## src/rtl/if_fetch_stage_if.sv

```systemverilog
// rtl/if_fetch_stage_if.sv - instruction-memory request/ready bus between fetch stage and imem
interface if_fetch_stage_if;
    logic        imem_req;
    logic [31:0] imem_addr;
    logic        imem_ready;
    logic [31:0] imem_rdata;

    modport master (
        output imem_req,
        output imem_addr,
        input  imem_ready,
        input  imem_rdata
    );

    modport slave (
        input  imem_req,
        input  imem_addr,
        output imem_ready,
        output imem_rdata
    );
endinterface

```

## src/rtl/if_fetch_stage.sv

```systemverilog
// rtl/if_fetch_stage.sv - instruction fetch stage with stall/redirect handling (optional perf counters: IF_FETCH_PERF_EN)
module if_fetch_stage #(
    parameter logic [31:0] RESET_PC = 32'h00000000,
    parameter logic [31:0] PC_INC   = 32'd4
) (
    input  logic                   Clk,
    input  logic                   Rst_n,
    input  logic                   stall,
    input  logic                   redirect,
    input  logic [31:0]            redirect_target,
    if_fetch_stage_if.master       imem,
    output logic [31:0]            PC_out,
    output logic [31:0]            IR_out,
    output logic                   IF_valid,
    output logic                   fetch_wait,
    output logic [31:0]            perf_fetch_cnt,
    output logic [31:0]            perf_wait_cnt
);

    typedef enum logic [1:0] {
        S_FETCH = 2'd0,
        S_HOLD  = 2'd1,
        S_KILL  = 2'd2
    } state_t;

    state_t      state;
    logic [31:0] pc;
    logic [31:0] ir_hold;
    logic [31:0] pend_target;
    logic [31:0] target;

    assign target = redirect_target & ~32'h3;
    assign PC_out = pc + PC_INC;

    // Reset gates the request combinationally so an in-flight fetch dies at once.
    always_comb begin
        imem.imem_req  = 1'b0;
        imem.imem_addr = pc;
        IF_valid       = 1'b0;
        IR_out         = 32'h0;
        fetch_wait     = 1'b0;
        if (Rst_n) begin
            case (state)
                S_FETCH: begin
                    imem.imem_req = 1'b1;
                    if (!imem.imem_ready) begin
                        fetch_wait = 1'b1;
                    end else if (!redirect) begin
                        IF_valid = 1'b1;
                        IR_out   = imem.imem_rdata;
                    end
                end
                S_HOLD: begin
                    IF_valid = 1'b1;
                    IR_out   = ir_hold;
                end
                S_KILL: begin
                    imem.imem_req = 1'b1;
                    fetch_wait    = 1'b1;
                end
                default: ;
            endcase
        end
    end

    always_ff @(posedge Clk or negedge Rst_n) begin
        if (!Rst_n) begin
            state       <= S_FETCH;
            pc          <= RESET_PC;
            ir_hold     <= 32'h0;
            pend_target <= 32'h0;
        end else begin
            case (state)
                S_FETCH: begin
                    if (imem.imem_ready) begin
                        if (redirect) begin
                            pc <= target;
                        end else if (stall) begin
                            ir_hold <= imem.imem_rdata;
                            state   <= S_HOLD;
                        end else begin
                            pc <= pc + PC_INC;
                        end
                    end else if (redirect) begin
                        // Address must stay stable, so wait out the request before redirecting.
                        pend_target <= target;
                        state       <= S_KILL;
                    end
                end
                S_HOLD: begin
                    if (redirect) begin
                        pc    <= target;
                        state <= S_FETCH;
                    end else if (!stall) begin
                        pc    <= pc + PC_INC;
                        state <= S_FETCH;
                    end
                end
                S_KILL: begin
                    if (imem.imem_ready) begin
                        pc    <= redirect ? target : pend_target;
                        state <= S_FETCH;
                    end else if (redirect) begin
                        pend_target <= target;
                    end
                end
                default: state <= S_FETCH;
            endcase
        end
    end

`ifdef IF_FETCH_PERF_EN
    logic [31:0] fetch_cnt;
    logic [31:0] wait_cnt;

    always_ff @(posedge Clk or negedge Rst_n) begin
        if (!Rst_n) begin
            fetch_cnt <= 32'h0;
            wait_cnt  <= 32'h0;
        end else begin
            if (IF_valid && !stall) fetch_cnt <= fetch_cnt + 32'd1;
            if (fetch_wait)         wait_cnt  <= wait_cnt + 32'd1;
        end
    end

    assign perf_fetch_cnt = fetch_cnt;
    assign perf_wait_cnt  = wait_cnt;
`else
    assign perf_fetch_cnt = 32'h0;
    assign perf_wait_cnt  = 32'h0;
`endif

endmodule

```

## src/flat_wrapper.sv

```systemverilog
// flat-port wrapper written by rule: the top's interface ports become plain ports
module if_fetch_stage_flat 
#(
    parameter logic [31:0] RESET_PC = 32'h00000000,
    parameter logic [31:0] PC_INC   = 32'd4
)
  (Clk, Rst_n, stall, redirect, redirect_target, PC_out, IR_out, IF_valid, fetch_wait, perf_fetch_cnt, perf_wait_cnt, imem_imem_req, imem_imem_addr, imem_imem_ready, imem_imem_rdata);
  if_fetch_stage_if imem_i ();
  input  logic Clk;
  input  logic Rst_n;
  input  logic stall;
  input  logic redirect;
  input  logic [31:0] redirect_target;
  output logic [31:0] PC_out;
  output logic [31:0] IR_out;
  output logic IF_valid;
  output logic fetch_wait;
  output logic [31:0] perf_fetch_cnt;
  output logic [31:0] perf_wait_cnt;
  output wire logic [$bits(imem_i.imem_req)-1:0] imem_imem_req;
  output wire logic [$bits(imem_i.imem_addr)-1:0] imem_imem_addr;
  input wire logic [$bits(imem_i.imem_ready)-1:0] imem_imem_ready;
  input wire logic [$bits(imem_i.imem_rdata)-1:0] imem_imem_rdata;
  assign imem_imem_req = imem_i.imem_req;
  assign imem_imem_addr = imem_i.imem_addr;
  assign imem_i.imem_ready = imem_imem_ready;
  assign imem_i.imem_rdata = imem_imem_rdata;
  if_fetch_stage #(.RESET_PC(RESET_PC), .PC_INC(PC_INC)) u_core (.Clk(Clk), .Rst_n(Rst_n), .stall(stall), .redirect(redirect), .redirect_target(redirect_target), .imem(imem_i), .PC_out(PC_out), .IR_out(IR_out), .IF_valid(IF_valid), .fetch_wait(fetch_wait), .perf_fetch_cnt(perf_fetch_cnt), .perf_wait_cnt(perf_wait_cnt));
endmodule
```

## config.mk

```make
export PLATFORM = sky130hd
export DESIGN_NAME = if_fetch_stage_flat
export DESIGN_NICKNAME = d
export VERILOG_FILES = /design/src/rtl/if_fetch_stage_if.sv /design/src/rtl/if_fetch_stage.sv /design/src/flat_wrapper.sv
export SDC_FILE = /design/constraint.sdc
export NUM_CORES = 1
export LEC_CHECK = 0
export BUFFER_PORTS_ARGS = -buffer_cell sky130_fd_sc_hd__buf_2
export CAP_MARGIN = 20
export CELL_PAD_IN_SITES_DETAIL_PLACEMENT = 0
export CELL_PAD_IN_SITES_GLOBAL_PLACEMENT = 1
export CORE_MARGIN = 1.5
export CORE_UTILIZATION = 39
export CTS_CLUSTER_SIZE = 24
export DETAILED_ROUTE_END_ITERATION = 7
export PLACE_DENSITY = 0.95
export REMOVE_ABC_BUFFERS = 1
export SLEW_MARGIN = 20
export SYNTH_ARGS = -nofsm -noshare
export SYNTH_HDL_FRONTEND = slang
export SYNTH_SLANG_ARGS = --single-unit
```

## constraint.sdc

```tcl
create_clock -name Clk -period 4.5 [get_ports Clk]
set_clock_uncertainty 0.1 [all_clocks]
set_input_delay 0.9 -clock Clk [delete_from_list [all_inputs] [get_ports Clk]]
set_output_delay 0.9 -clock Clk [all_outputs]
set_load 0.02 [all_outputs]
```

; After elaboration in Yosys (flattened, before gate mapping)
; Index checks and enable logic that the tools add are counted.
[classes]
add_sub_neg = 1
eq_ne = 8
mux = 27
n_bitwise = 2
n_reduce_logical = 7
[op_table]
columns = operator, n
row1 = $mux W32, 8
row2 = $pmux W32 S3, 1
row3 = $pmux W32 S2, 1
row4 = $add A32 B3 Y32 const B, 1
row5 = $mux W2, 7
row6 = $ne A3 B3 Y1 const B, 4
row7 = $mux W1, 7
row8 = $pmux W2 S3, 1
row9 = $reduce_and A5 Y1, 1
row10 = $ne A2 B2 Y1 const B, 2
row11 = $pmux W1 S2, 2
row12 = $reduce_and A4 Y1, 1
row13 = $reduce_and A3 Y1, 1
row14 = $reduce_bool A3 Y1, 1
row15 = $eq A2 B1 Y1 const B, 1
row16 = $eq A2 B2 Y1 const B, 1
row17 = $logic_not A2 Y1, 1
row18 = $not A1 Y1, 2
row19 = $reduce_and A2 Y1, 1
row20 = $reduce_or A2 Y1, 1
[totals]
ff_bits = 98
input_bits = 69
out_inout_bits = 163
wordCells = 49

; Logic depth before layout (Yosys ltp)
; Gate-level depths: netlist of the first run.
[logic_depth]
ltp_word = 5
ltp_mapped = 8
depth_no_buf = 6

; Worst setup path before layout of the first run
; No wires, ideal clock.
[synth_timing]
path_type = in2out
start = input port redirect
end = output port IR_out[22]
t_arrival_ns = 2.085
t_required_ns = 3.500
slack_ns = 1.415
path_stages = 5
n_path_buf = 2
cell_sequence = buf_2 -> nor4b_4 -> clkbuf_1 -> a22oi_1 -> nor2_1
[synth_via]
elab_chain_len = 4
[synth_lines]
columns = element, line
row1 = start: declaration, flat_wrapper.sv:12  ; input logic redirect;
row2 = $mux W32, if_fetch_stage.sv:48  ; end else if (!redirect) begin
row3 = $mux W32, if_fetch_stage.sv:46  ; if (!imem.imem_ready) begin
row4 = $pmux W32 S2, if_fetch_stage.sv:43  ; case (state)
row5 = $mux W32, if_fetch_stage.sv:42  ; if (Rst_n) begin
row6 = end: declaration, flat_wrapper.sv:15  ; output logic [31:0] IR_out;
; Every way passes these cells.

; Worst setup path after layout of the first run
[layout_timing]
start = register u_core.pc[4] (netlist: u_core.imem.imem_addr[4])
end = output port PC_out[29]
[layout_via]
elab_chain_len = 1
[layout_lines]
columns = element, line
row1 = start: declaration, if_fetch_stage.sv:27  ; logic [31:0] pc;
row2 = start signal: assignment, if_fetch_stage.sv:77  ; pc <= target;
row3 = start signal: assignment, if_fetch_stage.sv:82  ; pc <= pc + PC_INC;
row4 = start signal: assignment, if_fetch_stage.sv:92  ; pc <= target;
row5 = $add A32 B3 Y32, if_fetch_stage.sv:33  ; assign PC_out = pc + PC_INC;
row6 = end: declaration, flat_wrapper.sv:14  ; output logic [31:0] PC_out;
; Every way passes these cells.

==> results of run 1 <==
## routing by layer
metal / part of all wire [%] / track usage [%] / vias up
met5: 0 / 0 / -
met4: 2.6 / 8.222 / 0
met3: 4.7 / 3.601 / 26
met2: 47 / 31.13 / 176
met1: 46 / 27.71 / 2474
li1: - / - / 2437
## logic make-up after synthesis
| kind of cell | share of synthesized area (%) |
|---|---|
| buffers and inverters | 11.98 |
| muxes | 11.57 |
| DFF | 40.63 |
| AOI/OAI and AO/OA | 16.09 |
| and+or+nand+nor | 15.40 |
| adders and majority gates | 0.2073 |
| other | 0.06213 |
| xor gates and xnor gates | 4.063 |
## area by class of cell
type                    instances  area, um^2
fillers                      1468        8098
multi-input cells             482        3107
flip-flops and latches         98        2452
repair buffers                180       940.9
clock buffers                  13       260.3
well taps                     188       235.2
inverters                      14       52.55
## placed cells by master (no fill, tap or decap), types with 9 or more instances in the layout
master / count
a21oi_1: 37
buf_4: 16
nand3_1: 11
o31a_1: 9
nor2_1: 57
a22oi_1: 32
xnor2_1: 20
conb_1: 64
inv_1: 14
dfrtp_1: 98
o21ai_0: 37
o22ai_1: 9
clkbuf_16: 9
nand2_1: 43
buf_2: 164
mux2_2: 62
and3_1: 21
## metrics by stage
stage,total power (W),worst slack (ps),cells
6_report,0.002778,942.4,975
3_3_place_gp,0.002049,1313,962
4_1_cts,0.002802,978.7,975
5_1_grt,0.002937,752.2,975
2_1_floorplan,0.001761,555.5,594
3_5_place_dp,0.002075,1339,962
## registers in the layout, summed over array words and instances (netlist names)
signal / flops
u_core.imem.imem_addr: 32
u_core.ir_hold: 32
u_core.pend_target: 32
u_core.state: 2
## cells in the mapped netlist (3+ instances only)
master | count | share of area, %
nand2_1 | 43 | 2.7
mux2_2 | 62 | 12
inv_1 | 14 | 0.87
xnor2_1 | 20 | 2.9
and4_1 | 3 | 0.44
and3_1 | 21 | 2.2
a31oi_1 | 4 | 0.41
a221oi_1 | 4 | 0.58
nor2_1 | 57 | 3.5
a311o_1 | 3 | 0.50
o31a_1 | 9 | 1.3
a21oi_1 | 37 | 3.1
o21ai_0 | 37 | 3.1
nor2b_1 | 7 | 0.73
clkbuf_1 | 22 | 1.4
nor4_1 | 5 | 0.52
a22oi_1 | 32 | 4.0
nand3_1 | 11 | 0.91
a41oi_1 | 3 | 0.44
buf_1 | 4 | 0.25
nand4_1 | 8 | 0.83
buf_4 | 67 | 8.3
dfrtp_1 | 98 | 41
xor2_1 | 8 | 1.2
o22ai_1 | 9 | 0.93
nor3_1 | 7 | 0.58
buf_2 | 14 | 1.2
## final timing paths
path / startpoint / endpoint / slack, ps / depth (start not counted)
worst max-delay path: u_core.imem.imem_addr[4] / PC_out[29] / 940 / 5
worst min-delay path: Rst_n / u_core.pend_target[1] / 260 / 1
worst min register to register: u_core.pend_target[18] / u_core.pend_target[18] / 400 / 1
worst max register to register: u_core.state[0] / u_core.imem.imem_addr[22] / 2000 / 6
max in group asynchronous: Rst_n / u_core.imem.imem_addr[4] / 2540 / 3
min in group Clk: u_core.pend_target[18] / u_core.pend_target[18] / 400 / 1
## power groups by stage
stage	logic, W	clock network [W]	registers [W]
2_1_floorplan	0.000491	0	0.00127
3_3_place_gp	0.000818	0	0.00123
3_5_place_dp	0.000834	0	0.00124
4_1_cts	0.000836	0.000741	0.00123
5_1_grt	0.000904	0.000778	0.00126
6_report	0.000829	0.000720	0.00123
==> results_dict.tcl, run 1 <==
set metrics [dict create \
    hold_class "in -> async" \
    cpPeakStageDelay_ps 670 \
    irDropWorstVdd_v 0.0001586 \
    path_clk_slew_ps 60 \
    finalNetCount 855 \
    hpwl_mm 11.28 \
    cts_buffers 9 \
    holdWs_ps 258.4 \
    ant_nets 0 \
    wirelength_mm 16.18 \
    drive_gt1_share_pct 33.93 \
    critPathKind "reg -> out" \
    synth-seq-area-share_pct 40.63 \
    cts_tree "done" \
    avgSynthCellArea_um2 9.460 \
    ys_ff_latch 98 \
    clockBufferDepth 2 \
    vias 5113 \
    synth_edf_count 0 \
    antenna_found_initial 0 \
    cp.buffers_inverters 1 \
    critPathRequiredTime_ps 3500 \
    path_cells "nand3_2 -> nor3_2 -> nand3_1 -> xnor2_1 -> buf_2" \
    fmaxAchievable_mhz 281.1 \
    powerDensity_mw_per_mm2 394.1 \
    rsz0062_at_grt "no" \
    initial_utilization_pct 39.85 \
    placed_area_mm2 0.006788 \
    maxSlewHeadroom_pct 50.11 \
    tightestPinTransition_ps 748.1 \
    htree_levels 3 \
    wl_per_cell_um 16.60 \
    root_buffer "clkbuf_16" \
    antennaDiodeCount 0 \
    netlist_instances 638 \
    leakage_nw 3.366 \
    status "completed" \
    postCtsHoldBufs 0 \
    place.port_buffers 165 \
    fin_util_pct 46.53 \
    grt_pass1_wl_mm 25.36 \
    ios 232 \
    grt_pass1_vias 4774 \
    drc 0 \
    clock_latency_ps 350 \
    fp.coreArea_mm2 0.01515 \
    ys_warn_count 0 \
    overflow 0 \
    gp_congestion 0.8136 \
    path_max_fanout 9 \
    clockPowerShare_pct 25.9 \
    die_w_um 127.4 \
    netlist_area_mm2 0.006036 \
    drt_iter0_markers 325 \
    finalCritPeriodShare_pct 79.06 \
    cts_setup_buffers 0 \
    grt_usage_pct 20.06 \
    crit_path_start_kind "flip-flop" \
    comb_power_share_pct 29.8 \
    cts-resized-gates 0 \
    die_area_mm2 0.01623 \
    fin_area_mm2 0.007048 \
    ys_types 53 \
    worstPathArrival_ps 2560 \
    slowest_stage "nor3_2" \
    syn2layout_area_growth_pct 16.77 \
    internal-power_w 0.001778 \
    clock_sinks 98 \
    endpoint_kind "output port" \
    switching_share_pct 35.98 \
    setup_violations 0 \
    firstDrtPassIters 5 \
    critical_path.top_delay_family "simple AND/OR/NAND/NOR gates" \
    finalSetupTns_ps 0 \
    vias_per_cell 5.244 \
    rows 45 \
    die_h_um 127.4 \
    slew_violations 0 \
    grt_max_degree 49 \
    p_switching_w 0.0009996 \
    synth-async-reset-ratio_pct 100.0 \
    fin_crit_ps 3558 \
    cap_violations 0 \
    seq_power_share_pct 44.3 \
    synth_ff_type "dfrtp_1" \
    hold_viol_final 0 \
]
(Power assumes the default switching activity.)
==> run 2, diff against run 1 <==
--- a/config.mk
+++ b/config.mk
@@ -5,15 +5,16 @@
 export SDC_FILE = /design/constraint.sdc
 export NUM_CORES = 1
 export LEC_CHECK = 0
+export ABC_AREA = 1
 export BUFFER_PORTS_ARGS = -buffer_cell sky130_fd_sc_hd__buf_2
 export CAP_MARGIN = 20
 export CELL_PAD_IN_SITES_DETAIL_PLACEMENT = 0
 export CELL_PAD_IN_SITES_GLOBAL_PLACEMENT = 1
 export CORE_MARGIN = 1.5
-export CORE_UTILIZATION = 39
+export CORE_UTILIZATION = 34
 export CTS_CLUSTER_SIZE = 24
 export DETAILED_ROUTE_END_ITERATION = 7
-export PLACE_DENSITY = 0.95
+export PLACE_DENSITY = 0.92
 export REMOVE_ABC_BUFFERS = 1
 export SLEW_MARGIN = 20
 export SYNTH_ARGS = -nofsm -noshare
==> constraint.sdc (replaced) <==
create_clock -name Clk -period 3.43 [get_ports Clk]
set_clock_uncertainty 0.1 [all_clocks]
set_input_delay 0.686 -clock Clk [delete_from_list [all_inputs] [get_ports Clk]]
set_output_delay 0.686 -clock Clk [all_outputs]
set_load 0.02 [all_outputs]
==> run 2 against run 1 <==
Net effect:
- global-route usage decreased by 1.6 points
- design area decreased by 0.32%
- critical path type unchanged
- highest routed layer is now met5
- hold slack improved by 120 ps
==> results_dict.tcl, run 2 <==
set metrics [dict create \
    finalCritPeriodShare_pct 81.77 \
    drc 0 \
    wirelength_mm 16.69 \
    path_max_fanout 4 \
    cts_setup_buffers 0 \
    die_w_um 135.0 \
    rows 48 \
    netlist_area_mm2 0.005928 \
    ys_warn_count 0 \
    irDropWorstVdd_v 0.0002789 \
    yosys-top-cells-area "dfrtp_1 (41%), nand2_1 (20%), buf_4 (8.6%)" \
    netlist_instances 824 \
    initial_utilization_pct 34.51 \
    postCtsHoldBufs 0 \
    worstPathArrival_ps 2020 \
    vias 5518 \
    fin_crit_ps 2805 \
    synth.largest_area_cell "dfrtp_1" \
    finalSetupTns_ps 0 \
    fin_area_mm2 0.007025 \
    firstDrtPassIters 4 \
    ys_ff_latch 98 \
    hold_class "in -> async" \
    vias_per_cell 4.568 \
    slew_violations 0 \
    grt_usage_pct 18.51 \
    setup_violations 0 \
    clock_latency_ps 350 \
    synth-seq-area-share_pct 41.37 \
    path_clk_slew_ps 70 \
    synth-async-reset-ratio_pct 100.0 \
    drt_iter0_markers 348 \
    wl_per_cell_um 13.82 \
    status "completed" \
    synth_edf_count 0 \
    crit_path_start_kind "flip-flop" \
    cts_tree "done" \
    finalNetCount 1046 \
    mostFrequentLayoutCell "nand2_1" \
    synth_ff_type "dfrtp_1" \
    fmaxAchievable_mhz 356.5 \
    cts-resized-gates 0 \
    powerDensity_mw_per_mm2 536.1 \
    endpoint_kind "output port" \
    tightestPinTransition_ps 872.8 \
    grt_pass1_vias 5074 \
    gp_congestion 0.8408 \
    maxSlewHeadroom_pct 41.75 \
    ios 232 \
    critPathKind "reg -> out" \
    fin_util_pct 40.90 \
    place.port_buffers 165 \
    die_area_mm2 0.01824 \
    antenna_found_initial 3 \
    placed_area_mm2 0.006733 \
    clockBufferDepth 2 \
    clock_sinks 98 \
    htree_levels 3 \
    cap_violations 0 \
    grt_pass1_wl_mm 26.36 \
    synthTopCellsByCount "nand2_1 (311), dfrtp_1 (98), a21oi_1 (75)" \
    hold_viol_final 0 \
    overflow 0 \
    dp_slack_ps 819.3 \
    avgSynthCellArea_um2 7.194 \
    syn2layout_area_growth_pct 18.51 \
    grt_max_degree 55 \
    yosys.area.top_type_share_pct 41.37 \
    root_buffer "clkbuf_16" \
    postLayoutSetupSlackWorst_ps 625.3 \
    hpwl_mm 11.86 \
    drive_gt1_share_pct 22.22 \
    fp.coreArea_mm2 0.01718 \
    critPathRequiredTime_ps 2640 \
    final_cell_mix "nand2_1 (311), buf_2 (164), dfrtp_1 (98)" \
    leakage_nw 3.611 \
    ys_types 31 \
    cts_buffers 9 \
    holdWs_ps 373.6 \
    ant_nets 0 \
    rsz0062_at_grt "no" \
    reg2reg_slack_ps 1250 \
    die_h_um 135.0 \
    yosysMostFrequentCell "nand2_1" \
]
## run 2: where the power goes
part	leakage (nW)	internal (W)	switching, W
sequential	1.19	0.00137	0.000198
clock	0.132	0.000519	0.000484
combinational	2.29	0.000379	0.000819
## run 2: cells by family after synthesis
logic type,synth area share [%]
simple gates,29.51
buf+inv,13.76
compound gates,12.62
flops,41.37
xor+xnor,2.469
fa+ha+maj,0.2110
other cells,0.06326
## run 2: layer usage
| layer | up-vias | GRT usage, % | wire (um) |
|---|---|---|---|
| met5 | - | 0 | 15 |
| met3 | 12 | 4.542 | 1174 |
| met4 | 2 | 5.496 | 157 |
| met2 | 173 | 29.91 | 7683 |
| li1 | 2774 | - | - |
| met1 | 2557 | 24.56 | 7664 |
## run 2: worst max-delay path: stages (launching register included)
cell and delay, ps:
dfrtp_1 410, ha_1 200, nand2_1 90, nor2_4 170, nand2_1 150, nor2_4 190
xor2_1 250, buf_2 210
## run 2: worst paths after layout
check | start | cells after the start | end
setup reg to reg | u_core.state[0] | 9 | u_core.imem.imem_addr[26]
min in group Clk | u_core.pend_target[26] | 2 | u_core.pend_target[26]
hold reg to reg | u_core.pend_target[26] | 2 | u_core.pend_target[26]
max in group asynchronous | Rst_n | 3 | u_core.ir_hold[15]
setup / recovery | u_core.imem.imem_addr[3] | 7 | PC_out[16]
hold / removal | Rst_n | 2 | u_core.pend_target[26]
## run 2: per-stage QoR
| step | total power, W | instances |
|---|---|---|
| after floorplan | 0.002338 | 786 |
| after global placement | 0.002767 | 1190 |
| after detailed placement | 0.002791 | 1190 |
| after CTS | 0.003807 | 1206 |
| after global routing | 0.004009 | 1207 |
| final | 0.003767 | 1208 |
## run 2: area by class of cell
type	instances	area, um^2
diodes	2	5.005
clock buffers	10	239.0
clock inverters	6	48.80
fillers	1887	10150
inverters	43	161.4
multi-input cells	645	2904
flip-flops and latches	98	2452
well taps	225	281.5
repair buffers	179	933.4
